**config.mk**
```make
export PLATFORM = sky130hd
export DESIGN_NAME = xt_lb_bridge
export DESIGN_NICKNAME = d
export VERILOG_FILES = /design/src/rtl/xt_bus_pkg.sv /design/src/rtl/xt_lb_watchdog.sv /design/src/rtl/xt_lb_bridge.sv
export SDC_FILE = /design/constraint.sdc
export NUM_CORES = 1
export LEC_CHECK = 0
export BUFFER_PORTS_ARGS = -buffer_cell sky130_fd_sc_hd__buf_2
export CORE_ASPECT_RATIO = 1.4
export CORE_MARGIN = 2
export CORE_UTILIZATION = 41
export CTS_BUF_LIST = sky130_fd_sc_hd__clkbuf_8 sky130_fd_sc_hd__clkbuf_16
export DETAILED_ROUTE_END_ITERATION = 8
export GPL_TIMING_DRIVEN = 0
export PLACE_DENSITY = 0.85
export SLEW_MARGIN = 10
export SYNTH_ARGS = -nofsm -noshare
export SYNTH_HDL_FRONTEND = slang
export SYNTH_SLANG_ARGS = --single-unit
```
**constraint.sdc**
```tcl
create_clock -name clk -period 2.7 [get_ports clk]
set_input_delay 0 -clock clk [delete_from_list [all_inputs] [get_ports clk]]
set_output_delay 0 -clock clk [all_outputs]
set_load 0.01 [all_outputs]
```
**src/rtl/xt_bus_pkg.sv**
```systemverilog
// Shared XT bus definitions: LB bridge state encoding, default timeout/error data
// and the helper that extracts a peripheral index from an LB address.
package xt_bus_pkg;

   typedef enum logic [1:0] {
      IDLE = 2'd0,
      WR   = 2'd1,
      RD   = 2'd2,
      RESP = 2'd3
   } lb_bridge_state_e;

   localparam int          LB_TIMEOUT_DEFAULT = 15;
   localparam logic [31:0] LB_ERR_RDATA       = 32'hDEAD_BEEF;

   // Peripheral index lives in the top sel_w bits of an lb_aw-wide address.
   function automatic logic [31:0] lb_slave_index(input logic [31:0] addr,
                                                  input int          lb_aw,
                                                  input int          sel_w);
      logic [31:0] mask;
      mask = (32'd1 << sel_w) - 32'd1;
      return (addr >> (lb_aw - sel_w)) & mask;
   endfunction

endpackage

```
**src/rtl/xt_lb_watchdog.sv**
```systemverilog
// Per-access wait counter; flags expiry when the limit is reached and ready is
// still low in that same cycle, so a last-moment ready is treated as success.
module xt_lb_watchdog
   import xt_bus_pkg::*;
#(
   parameter int TIMEOUT = LB_TIMEOUT_DEFAULT
) (
   input  logic clk,
   input  logic rst,
   input  logic clear,
   input  logic enable,
   input  logic ready,
   output logic expire
);

   logic [7:0] count_q;
   logic [7:0] count_d;

   always_comb begin
      count_d = count_q;
      if (clear) begin
         count_d = '0;
      end else if (enable && !ready) begin
         count_d = count_q + 8'd1;
      end
   end

   assign expire = enable && !ready && (count_q == 8'(TIMEOUT));

   always_ff @(posedge clk or posedge rst) begin
      if (rst) begin
         count_q <= '0;
      end else begin
         count_q <= count_d;
      end
   end

endmodule

```
**src/rtl/xt_lb_bridge.sv**
```systemverilog
// XT_HB slave to shared XT_LB segment bridge: write-before-read ordering,
// per-slave wait states, read-data mux and a timeout watchdog with sticky error.
module xt_lb_bridge
   import xt_bus_pkg::*;
#(
   parameter int          HB_AW      = 14,
   parameter int          LB_AW      = 8,
   parameter int          NUM_SLAVES = 4,
   parameter int          SEL_W      = $clog2(NUM_SLAVES),
   parameter int          TIMEOUT    = LB_TIMEOUT_DEFAULT,
   parameter logic [31:0] ERR_RDATA  = LB_ERR_RDATA
) (
   input  logic                     clk,
   input  logic                     rst,
   input  logic                     hb_ren,
   input  logic                     hb_wen,
   input  logic [HB_AW-1:0]         hb_raddr,
   input  logic [HB_AW-1:0]         hb_waddr,
   input  logic [31:0]              hb_wdata,
   input  logic [1:0]               hb_write_width,
   output logic                     hb_ready,
   output logic [31:0]              hb_rdata,
   output logic                     hb_rvalid,
   output logic                     lb_ren,
   output logic                     lb_wen,
   output logic [LB_AW-1:0]         lb_addr,
   output logic [31:0]              lb_wdata,
   output logic [1:0]               lb_write_width,
   input  logic [NUM_SLAVES*32-1:0] slv_rdata,
   input  logic [NUM_SLAVES-1:0]    slv_ready,
   input  logic                     err_clr,
   output logic                     err,
   output logic [LB_AW-1:0]         err_addr
);

   lb_bridge_state_e state_q, state_d;
   logic [LB_AW-1:0] raddr_q, raddr_d;
   logic             rd_pend_q, rd_pend_d;
   logic [LB_AW-1:0] lb_addr_q, lb_addr_d;
   logic [31:0]      lb_wdata_q, lb_wdata_d;
   logic [1:0]       lb_width_q, lb_width_d;
   logic             lb_ren_q, lb_ren_d;
   logic             lb_wen_q, lb_wen_d;
   logic             hb_ready_q, hb_ready_d;
   logic [31:0]      hb_rdata_q, hb_rdata_d;
   logic             hb_rvalid_q, hb_rvalid_d;
   logic             err_q, err_d;
   logic [LB_AW-1:0] err_addr_q, err_addr_d;

   logic [SEL_W-1:0] sel_idx;
   logic             sel_ready;
   logic [31:0]      sel_rdata;
   logic             in_access;
   logic             access_done;
   logic             expire;

   // lb_addr_q already holds the address of whichever access is on the bus.
   assign sel_idx     = SEL_W'(lb_slave_index(32'(lb_addr_q), LB_AW, SEL_W));
   assign sel_ready   = slv_ready[sel_idx];
   assign sel_rdata   = slv_rdata[32*int'(sel_idx) +: 32];
   assign in_access   = (state_q == WR) || (state_q == RD);
   assign access_done = in_access && (sel_ready || expire);

   xt_lb_watchdog #(
      .TIMEOUT (TIMEOUT)
   ) u_watchdog (
      .clk    (clk),
      .rst    (rst),
      .clear  (!in_access || access_done),
      .enable (in_access),
      .ready  (sel_ready),
      .expire (expire)
   );

   generate
      if (HB_AW > LB_AW) begin : g_hb_upper
         logic unused_hb_upper;
         assign unused_hb_upper = ^{hb_raddr[HB_AW-1:LB_AW], hb_waddr[HB_AW-1:LB_AW]};
      end
   endgenerate

   always_comb begin
      // NOTE: every _d starts from its current value so no branch below can infer a latch.
      state_d     = state_q;
      raddr_d     = raddr_q;
      rd_pend_d   = rd_pend_q;
      lb_addr_d   = lb_addr_q;
      lb_wdata_d  = lb_wdata_q;
      lb_width_d  = lb_width_q;
      lb_ren_d    = lb_ren_q;
      lb_wen_d    = lb_wen_q;
      hb_ready_d  = hb_ready_q;
      hb_rdata_d  = hb_rdata_q;
      hb_rvalid_d = 1'b0;
      err_d       = err_q;
      err_addr_d  = err_addr_q;

      case (state_q)
         IDLE: begin
            if (hb_wen || hb_ren) begin
               raddr_d    = hb_raddr[LB_AW-1:0];
               lb_wdata_d = hb_wdata;
               lb_width_d = hb_write_width;
               rd_pend_d  = hb_wen && hb_ren;
               hb_ready_d = 1'b0;
               if (hb_wen) begin
                  state_d   = WR;
                  lb_wen_d  = 1'b1;
                  lb_addr_d = hb_waddr[LB_AW-1:0];
               end else begin
                  state_d   = RD;
                  lb_ren_d  = 1'b1;
                  lb_addr_d = hb_raddr[LB_AW-1:0];
               end
            end
         end
         WR: begin
            if (access_done) begin
               lb_wen_d = 1'b0;
               if (rd_pend_q) begin
                  state_d   = RD;
                  rd_pend_d = 1'b0;
                  lb_ren_d  = 1'b1;
                  lb_addr_d = raddr_q;
               end else begin
                  state_d    = IDLE;
                  hb_ready_d = 1'b1;
               end
            end
         end
         RD: begin
            if (access_done) begin
               lb_ren_d   = 1'b0;
               hb_rdata_d = sel_ready ? sel_rdata : ERR_RDATA;
               state_d    = RESP;
            end
         end
         RESP: begin
            hb_rvalid_d = 1'b1;
            hb_ready_d  = 1'b1;
            state_d     = IDLE;
         end
         default: state_d = IDLE;
      endcase

      // A timeout in the same cycle as err_clr wins and reloads the address.
      if (expire) begin
         err_d = 1'b1;
         if (!err_q || err_clr) begin
            err_addr_d = lb_addr_q;
         end
      end else if (err_clr) begin
         err_d      = 1'b0;
         err_addr_d = '0;
      end
   end

   // NOTE: sequential state uses non-blocking assignments so every flop samples pre-edge values.
   always_ff @(posedge clk or posedge rst) begin
      if (rst) begin
         state_q     <= IDLE;
         raddr_q     <= '0;
         rd_pend_q   <= 1'b0;
         lb_addr_q   <= '0;
         lb_wdata_q  <= '0;
         lb_width_q  <= '0;
         lb_ren_q    <= 1'b0;
         lb_wen_q    <= 1'b0;
         hb_ready_q  <= 1'b1;
         hb_rdata_q  <= '0;
         hb_rvalid_q <= 1'b0;
         err_q       <= 1'b0;
         err_addr_q  <= '0;
      end else begin
         state_q     <= state_d;
         raddr_q     <= raddr_d;
         rd_pend_q   <= rd_pend_d;
         lb_addr_q   <= lb_addr_d;
         lb_wdata_q  <= lb_wdata_d;
         lb_width_q  <= lb_width_d;
         lb_ren_q    <= lb_ren_d;
         lb_wen_q    <= lb_wen_d;
         hb_ready_q  <= hb_ready_d;
         hb_rdata_q  <= hb_rdata_d;
         hb_rvalid_q <= hb_rvalid_d;
         err_q       <= err_d;
         err_addr_q  <= err_addr_d;
      end
   end

   assign hb_ready       = hb_ready_q;
   assign hb_rdata       = hb_rdata_q;
   assign hb_rvalid      = hb_rvalid_q;
   assign lb_ren         = lb_ren_q;
   assign lb_wen         = lb_wen_q;
   assign lb_addr        = lb_addr_q;
   assign lb_wdata       = lb_wdata_q;
   assign lb_write_width = lb_width_q;
   assign err            = err_q;
   assign err_addr       = err_addr_q;

endmodule

```
==> results of run 1 <==
==> cell usage in the layout, fill, tap and decap left out, drive strengths merged, types with 3 or more instances in the layout <==
cell | Yosys | final
mux2i | 13 | 13
a21oi | 4 | 4
clkbuf | 19 | 29
nand3 | 3 | 3
xnor2 | 4 | 4
mux4 | 33 | 33
or3 | 24 | 24
nand2b | 3 | 3
nand2 | 22 | 22
mux2 | 53 | 53
nor2 | 13 | 13
ha | 6 | 6
dlygate4sd3 | 0 | 44
inv | 7 | 9
nand4 | 8 | 8
a22o | 8 | 8
buf | 9 | 283
dfrtp | 105 | 105
o21a | 24 | 24
o21ai | 19 | 19
==> worst max-delay path, stage by stage (launching register included) <==
cell and delay, ns:
dfrtp_1 0.37, buf_2 0.27, clkbuf_1 0.48, clkbuf_1 0.66, mux4_2 0.43, nand4_1 0.12
nand2_1 0.07
==> how the worst max path moves through the flow <==
stage	depth (start not counted)	slack (ns)	endpoint	from
finish	6	0.18	hb_rdata[8]$_DFFE_PP0P_	lb_addr[7]$_DFFE_PP0P_
floorplan	6	0.61	lb_addr[0]$_DFFE_PP0P_	lb_addr[6]$_DFFE_PP0P_
detailed placement	6	0.15	hb_rdata[8]$_DFFE_PP0P_	lb_addr[7]$_DFFE_PP0P_
CTS	6	0.14	hb_rdata[8]$_DFFE_PP0P_	lb_addr[7]$_DFFE_PP0P_
global placement	6	0.22	hb_rdata[8]$_DFFE_PP0P_	lb_addr[7]$_DFFE_PP0P_
global route	6	0.04	hb_rdata[8]$_DFFE_PP0P_	lb_addr[7]$_DFFE_PP0P_
==> synthesized netlist by cell type (2+ instances only) <==
cell type / count / share of area
buf_2: 4 / 0.0037
a22o_1: 8 / 0.013
o2bb2ai_1: 2 / 0.0033
mux4_2: 31 / 0.13
nor2b_1: 2 / 0.0023
o21a_1: 24 / 0.034
nand4_1: 8 / 0.0093
dfrtp_1: 105 / 0.49
and3_1: 2 / 0.0023
buf_6: 3 / 0.0063
mux2_4: 8 / 0.022
mux4_1: 2 / 0.0098
xor2_1: 2 / 0.0033
mux2i_1: 13 / 0.024
a31oi_1: 2 / 0.0023
or3_1: 24 / 0.028
clkbuf_1: 19 / 0.013
nor2_1: 13 / 0.0091
nand2_1: 22 / 0.015
o21ai_0: 18 / 0.017
inv_1: 7 / 0.0049
xnor2_1: 4 / 0.0065
nand3_1: 3 / 0.0028
ha_1: 6 / 0.014
buf_1: 2 / 0.0014
a21oi_1: 3 / 0.0028
nand2b_1: 2 / 0.0023
mux2_2: 44 / 0.092
==> per-layer routing <==
| layer | wire length (um) | share of wire |
|---|---|---|
| met2 | 8910 | 0.54 |
| met1 | 5860 | 0.35 |
| met4 | 535 | 0.032 |
| met5 | 0 | 0 |
| met3 | 1230 | 0.074 |
==> cell families after synthesis <==
kind of cell | count (synthesis) | synth area share
buffers and inverters | 35 | 0.0296
AND/OR/NAND/NOR | 82 | 0.0831
adder cells (fa/ha/maj) | 6 | 0.0140
AO/OA/AOI/OAI | 66 | 0.0873
XOR/XNOR | 6 | 0.00980
flip-flops | 106 | 0.495
multiplexers | 99 | 0.281
==> registers in the layout, summed over array words and instances (netlist names) <==
name                count
err                     1
err_addr                8
hb_rdata               32
hb_ready                1
hb_rvalid               1
lb_addr                 8
lb_ren                  1
lb_wdata               32
lb_wen                  1
lb_write_width          2
raddr_q                 8
rd_pend_q               1
state_q                 2
u_watchdog.count_q      8
==> power groups by stage <==
stage | combinational [W] | sequential (W) | clock (W)
after floorplan | 0.00247 | 0.00292 | 0
after global placement | 0.00406 | 0.00263 | 0
after detailed placement | 0.00416 | 0.00267 | 0
after CTS | 0.00423 | 0.00264 | 0.00143
after global routing | 0.00453 | 0.00273 | 0.00150
final | 0.00418 | 0.00264 | 0.00139
==> stage by stage <==
step / std cells / hold WS [ns]
after floorplan: 400 / 0.151
after global placement: 825 / 0.231
after detailed placement: 827 / 0.194
after CTS: 887 / 0.0530
after global routing: 887 / 0.0835
final: 887 / 0.0683
==> final cells by class <==
class                           count  area, sq um  share of cell area
Buffer                             28          133              0.0172
Clock buffer                       10          239              0.0310
Clock inverter                      6         83.8              0.0109
Inverter                            7         30.0             0.00389
Multi-Input combinational cell    259         2550               0.330
Sequential cell                   106         2650               0.344
Tap cell                          153          191              0.0248
Timing Repair Buffer              318         1840               0.239
==> metrics.md, run 1 <==
| Metric | Value |
|---|---|
| Run status | `finished, final reports clean` |
| Die X-Extent | `101 um` |
| Setup ws final | `0.180 ns` |
| Max cap viols | `0` |
| Clock transition at path regs | `0.07 ns` |
| Final core occ | `0.603` |
| Syn Inst Count | `400` |
| Final-report hold violation count | `0` |
| Post-synthesis sequential area ratio | `0.495` |
| Total grt overflow | `0` |
| Overall power | `0.00821 W` |
| Startpoint Class | `flip-flop` |
| NumNets Final | `934` |
| NetSw | `0.00308 W` |
| CTS sink count | `106` |
| VDD IR max | `0.556 mV` |
| Max Freq | `397 MHz` |
| Initial DRC Count | `137` |
| Largest net degree at the start of global routing | `38` |
| Hold path start | `hb_ren` |
| YS warnings | `0` |
| First-pass GRT wire length | `25200 um` |
| 1st-pass router iterations | `5` |
| Yosys reg bits | `106` |
| Total die area | `14000 sq um` |
| Crit path DAT | `2.75 ns` |
| Period Utilization, post-route | `0.933` |
| Pwr dens | `1060 nW/um^2` |
| Syn nets | `605` |
| Yosys cell types | `45` |
| Cell Area, Synth | `5360 sq um` |
| Asr flop ratio synth | `1.00` |
| Met1 Usage GRT | `0.254` |
| Seq pwr share | `0.322` |
| Slew margin rel. | `0.462` |
| Reg-to-reg endpoint | `hb_rdata[8]$_DFFE_PP0P_` |
| Ports | `286` |
| Post-synth EDFFs | `0` |
| Flop-to-flop setup slack | `0.18 ns` |
| DRC | `0` |
| Final setup viols | `0` |
| Main synth FF type | `dfrtp_1` |
| Met3 Use GR | `0.0537` |
| Pint | `0.00513 W` |
| Vias post-DR | `4752` |
| R2R depth | `6` |
| Clk root buf | `clkbuf_16` |
| Grt met2 use | `0.424` |
| GRT busiest layer | `met2` |
| Num CTS Buffers | `9` |
| Post_cts resized | `0` |
| Clock power frac | `0.169` |
| Dpl hpwl | `12500 um` |
| Core area | `12800 sq um` |
| Switch share | `0.376` |
| Total track usage | `0.231` |
| CP Max Fanout | `10` |
| Post-CTS Setup Inserts | `0` |
| Setup crit end kind | `flip-flop` |
| Cts hold-fix bufs | `44` |
| Hold Path End | `rd_pend_q$_DFFE_PP0P_` |
| Place WS | `0.155 ns` |
| Share of layout cells above drive strength 1 | `0.529` |
| CTS max path bufs | `2` |
| Rows | `49` |
| WS Path Type | `flip-flop to flip-flop` |
| Clk_skew | `0.0102 ns` |
| P_leak | `3.67 nW` |
| Initial Util | `0.418` |
| Routed Antenna Nets | `0` |
| Htree depth | `3` |
| Initial antenna violation count | `0` |
| Final Slew Violations | `0` |
| TNS Setup | `0 ns` |
| Ant. Diodes | `0` |
| HP Class | `primary input to flip-flop` |
| RSZ-0062 raised after global routing | `no` |
| CTS tree | `yes` |
| Fill cells | `1079` |
| Chip height | `139 um` |
| Final instance area | `7720 sq um` |
| Avg Cell Area, Syn | `13.4 sq um` |
| Synthesis-to-finish area growth | `44.0%` |
| Minimum clock period | `2.52 ns` |
| Drt via density | `5.36` |
| Vias in the first global route | `4973` |
| Worst-margin pin slew | `0.805 ns` |
| Placed instance area | `6960 sq um` |
| Combinational power share | `0.509` |
| WL final | `16500 um` |
| Worst skew pair latency | `0.34 ns` |
| Final Wtd Congestion | `0.809` |
| FF-to-FF Start | `lb_addr[7]$_DFFE_PP0P_` |
| WP data required | `2.93 ns` |
| Wire per inst | `18.6 um` |
| Cells on Worst Hold Path | `3` |
| Port Buffers | `272` |
(Power assumes the default switching activity.)
==> run 2, diff against run 1 <==
--- a/config.mk
+++ b/config.mk
@@ -5,6 +5,7 @@
 export SDC_FILE = /design/constraint.sdc
 export NUM_CORES = 1
 export LEC_CHECK = 0
+export ABC_AREA = 1
 export BUFFER_PORTS_ARGS = -buffer_cell sky130_fd_sc_hd__buf_2
 export CORE_ASPECT_RATIO = 1.4
 export CORE_MARGIN = 2
==> run 2 against run 1 <==
Net effect: design area grew 2.7%; register-to-register slack better by 0.50 ns; non-clock buffer count grew 15; routed wire length increased by 19%; area after synthesis up 2.5%; count of clock-buffer cells in the layout decreased by 1; worst setup slack improved by 0.50 ns; highest routed layer is now met5.
==> metrics.md, run 2 <==
| Metric | Value |
|---|---|
| Run status | `finished, final reports clean` |
| Post-synthesis compound-gate area fraction | `0.140` |
| R2R depth | `12` |
| First-pass GRT wire length | `29100 um` |
| Core area | `13300 sq um` |
| Die X-Extent | `102 um` |
| Clk root buf | `clkbuf_16` |
| Total grt overflow | `0` |
| Port Buffers | `273` |
| Ports | `286` |
| Synthesis-to-finish area growth | `44.2%` |
| Worst skew pair latency | `0.35 ns` |
| Initial Util | `0.415` |
| Finished Layout Cells | `1180` |
| Vias in the first global route | `5851` |
| Clk_skew | `0.00989 ns` |
| Minimum clock period | `2.02 ns` |
| Yosys cell types | `30` |
| Slew margin rel. | `0.598` |
| Total die area | `14400 sq um` |
| CTS tree | `yes` |
| Placed instance area | `7160 sq um` |
| Largest net degree at the start of global routing | `35` |
| Cell Area, Synth | `5500 sq um` |
| Synth area leader | `dfrtp_1` |
| Most frequent cells in the layout | `buf_2, nand2_1, dfrtp_1` |
| Wire per inst | `16.7 um` |
| Post_cts resized | `0` |
| Max Freq | `495 MHz` |
| Pwr dens | `1050 nW/um^2` |
| Grt met2 use | `0.468` |
| Initial DRC Count | `262` |
| P_leak | `4.12 nW` |
| Mux contribution to synthesized area | `0.0737` |
| Commonest non-fill, non-tap cell in the layout | `buf_2` |
| Final-report hold violation count | `0` |
| Initial antenna violation count | `13` |
| Final Slew Violations | `0` |
| Area share of xor/xnor cells in the synthesized design | `0.00319` |
| Avg Cell Area, Syn | `8.42 sq um` |
| Main combinational cell family by area after synthesis | `simple AND/OR/NAND/NOR gates` |
| 1st-pass router iterations | `4` |
| DRC | `0` |
| Routed Antenna Nets | `0` |
| Post-synth top area share | `0.478` |
| Area contributors post-synth | `dfrtp_1, nand2_1, o21ai_0` |
| Share of layout cells above drive strength 1 | `0.373` |
| WP data required | `2.93 ns` |
| Final instance area | `7930 sq um` |
| Synth Area in Adders | `0.0137` |
| CTS sink count | `106` |
| Synth cell count leaders | `nand2_1, dfrtp_1, o21ai_0` |
| Chip height | `141 um` |
| CTS max path bufs | `2` |
| VDD IR max | `0.532 mV` |
| Flop-to-flop setup slack | `0.68 ns` |
| Placed insts | `1111` |
| Post-CTS Setup Inserts | `0` |
| Rows | `50` |
| Post-synth EDFFs | `0` |
| WS Path Type | `flip-flop to flip-flop` |
| Drt via density | `5.07` |
| Setup crit end kind | `flip-flop` |
| Period Utilization, post-route | `0.748` |
| Num CTS Buffers | `9` |
| Hold Path End | `rd_pend_q$_DFFE_PP0P_` |
| Syn Inst Count | `653` |
| Final Wtd Congestion | `0.912` |
| GRT busiest layer | `met2` |
| Asr flop ratio synth | `1.00` |
| Most numerous cell in the Yosys netlist | `nand2_1` |
| Max cap viols | `0` |
| RSZ-0062 raised after global routing | `no` |
| Final setup viols | `0` |
| Main synth FF type | `dfrtp_1` |
| Reg-to-reg endpoint | `hb_rdata[23]$_DFFE_PP0P_` |
| YS warnings | `0` |
| Total track usage | `0.264` |
| CP startpoint | `state_q[0]$_DFFE_PP0P_` |
| CP Max Fanout | `10` |
| NumNets Final | `1190` |
| Hold path start | `hb_wen` |
| HP Class | `primary input to flip-flop` |
| Vias post-DR | `5987` |
| TNS Setup | `0 ns` |
| Clock transition at path regs | `0.08 ns` |
| Yosys reg bits | `106` |
| Htree depth | `3` |
| Startpoint Class | `flip-flop` |
| Place WS | `0.671 ns` |
| Syn nets | `858` |
| Crit path DAT | `2.25 ns` |
| Met3 Use GR | `0.105` |
| WL final | `19700 um` |
| Worst-margin pin slew | `0.604 ns` |
| Synth Area in Simple Gates | `0.220` |
| Post-synthesis sequential area ratio | `0.483` |
| Setup ws final | `0.680 ns` |
| FF-to-FF Start | `state_q[0]$_DFFE_PP0P_` |
| Dpl hpwl | `14900 um` |
| Met1 Usage GRT | `0.273` |
| Cells on Worst Hold Path | `3` |
-- run 2: cell types whose count changed in the layout (fill, tap and decap cells not counted), moves of 28 or more --
cell,previous run,this run
nand2_1,22,158
o21ai_0,18,92
mux4_2,31,0
nor2_1,13,66
nand3_1,3,35
o22ai_1,1,32
inv_1,6,34
-- run 2: power by group --
group	leakage [nW]	internal [W]	switching (W)
Sequential	1.32	0.00227	0.000402
Combinational	2.66	0.00173	0.00262
Clock	0.146	0.000651	0.000653
-- run 2: critical path, cell delays in order (launching register included) --
cell and delay (ns):
dfrtp_1 0.40, inv_1 0.10, ha_1 0.36, inv_1 0.07
nor2_1 0.08, nand3_1 0.15, nand2_2 0.11, nand2_4 0.09
nor2_8 0.17, inv_4 0.07, buf_4 0.17, nand2_1 0.06
nand2_1 0.06
-- run 2: what timing repair did --
item | 4_1_cts | 5_1_grt
hold buffers | 45 | 0
hold endpoints to repair | 65 | 0
endpoints found under the setup margin | 0 | 0
-- run 2: cell families (layout without fill, tap and decap cells) --
logic type,after synthesis,count (layout)
AOI/OAI and AO/OA,138,138
xor gates and xnor gates,2,2
adders and majority gates,6,6
buffers and inverters,80,417
DFF,106,106
muxes,36,36
other,0,8
and+or+nand+nor,285,285
-- run 2: through the flow --
| stage | total power, W | hold WS (ns) | util |
|---|---|---|---|
| after floorplan | 0.00539 | 0.150 | - |
| after global placement | 0.00680 | 0.230 | 0.535 |
| after CTS | 0.00831 | 0.0140 | 0.596 |
| after detailed placement | 0.00693 | 0.0919 | 0.540 |
| final | 0.00832 | 0.0234 | 0.598 |
| after global routing | 0.00892 | 0.0509 | 0.596 |
-- run 2: final cells by class --
cell class                      instances  area [sq um]
Timing Repair Buffer                  321          1880
Tap cell                              182           228
Buffer                                 40           216
Inverter                               40           156
Fill cell                            1192          5340
Multi-Input combinational cell        467          2470
Sequential cell                       106          2650
Clock inverter                          7          67.6
Clock buffer                            9           225
Antenna cell                            8          20.0
-- run 2: worst max path at each step --
stage                                to  slack (ns)  cells past startpoint
2_1_floorplan  hb_rdata[10]$_DFFE_PP0P_        0.96                     12
3_3_place_gp   lb_wdata[13]$_DFFE_PP0P_        0.66                      2
3_5_place_dp   hb_rdata[10]$_DFFE_PP0P_        0.67                     12
4_1_cts        hb_rdata[10]$_DFFE_PP0P_        0.65                     12
5_1_grt         err_addr[5]$_DFFE_PP0P_        0.49                      9
6_report       hb_rdata[23]$_DFFE_PP0P_        0.68                     12
-- run 2: layer usage --
metal  up-vias  routed length (um)
met2       309                9820
li1       2869                   -
met3        62                2190
met4         8                 750
met1      2739                6840
met5         -                  56
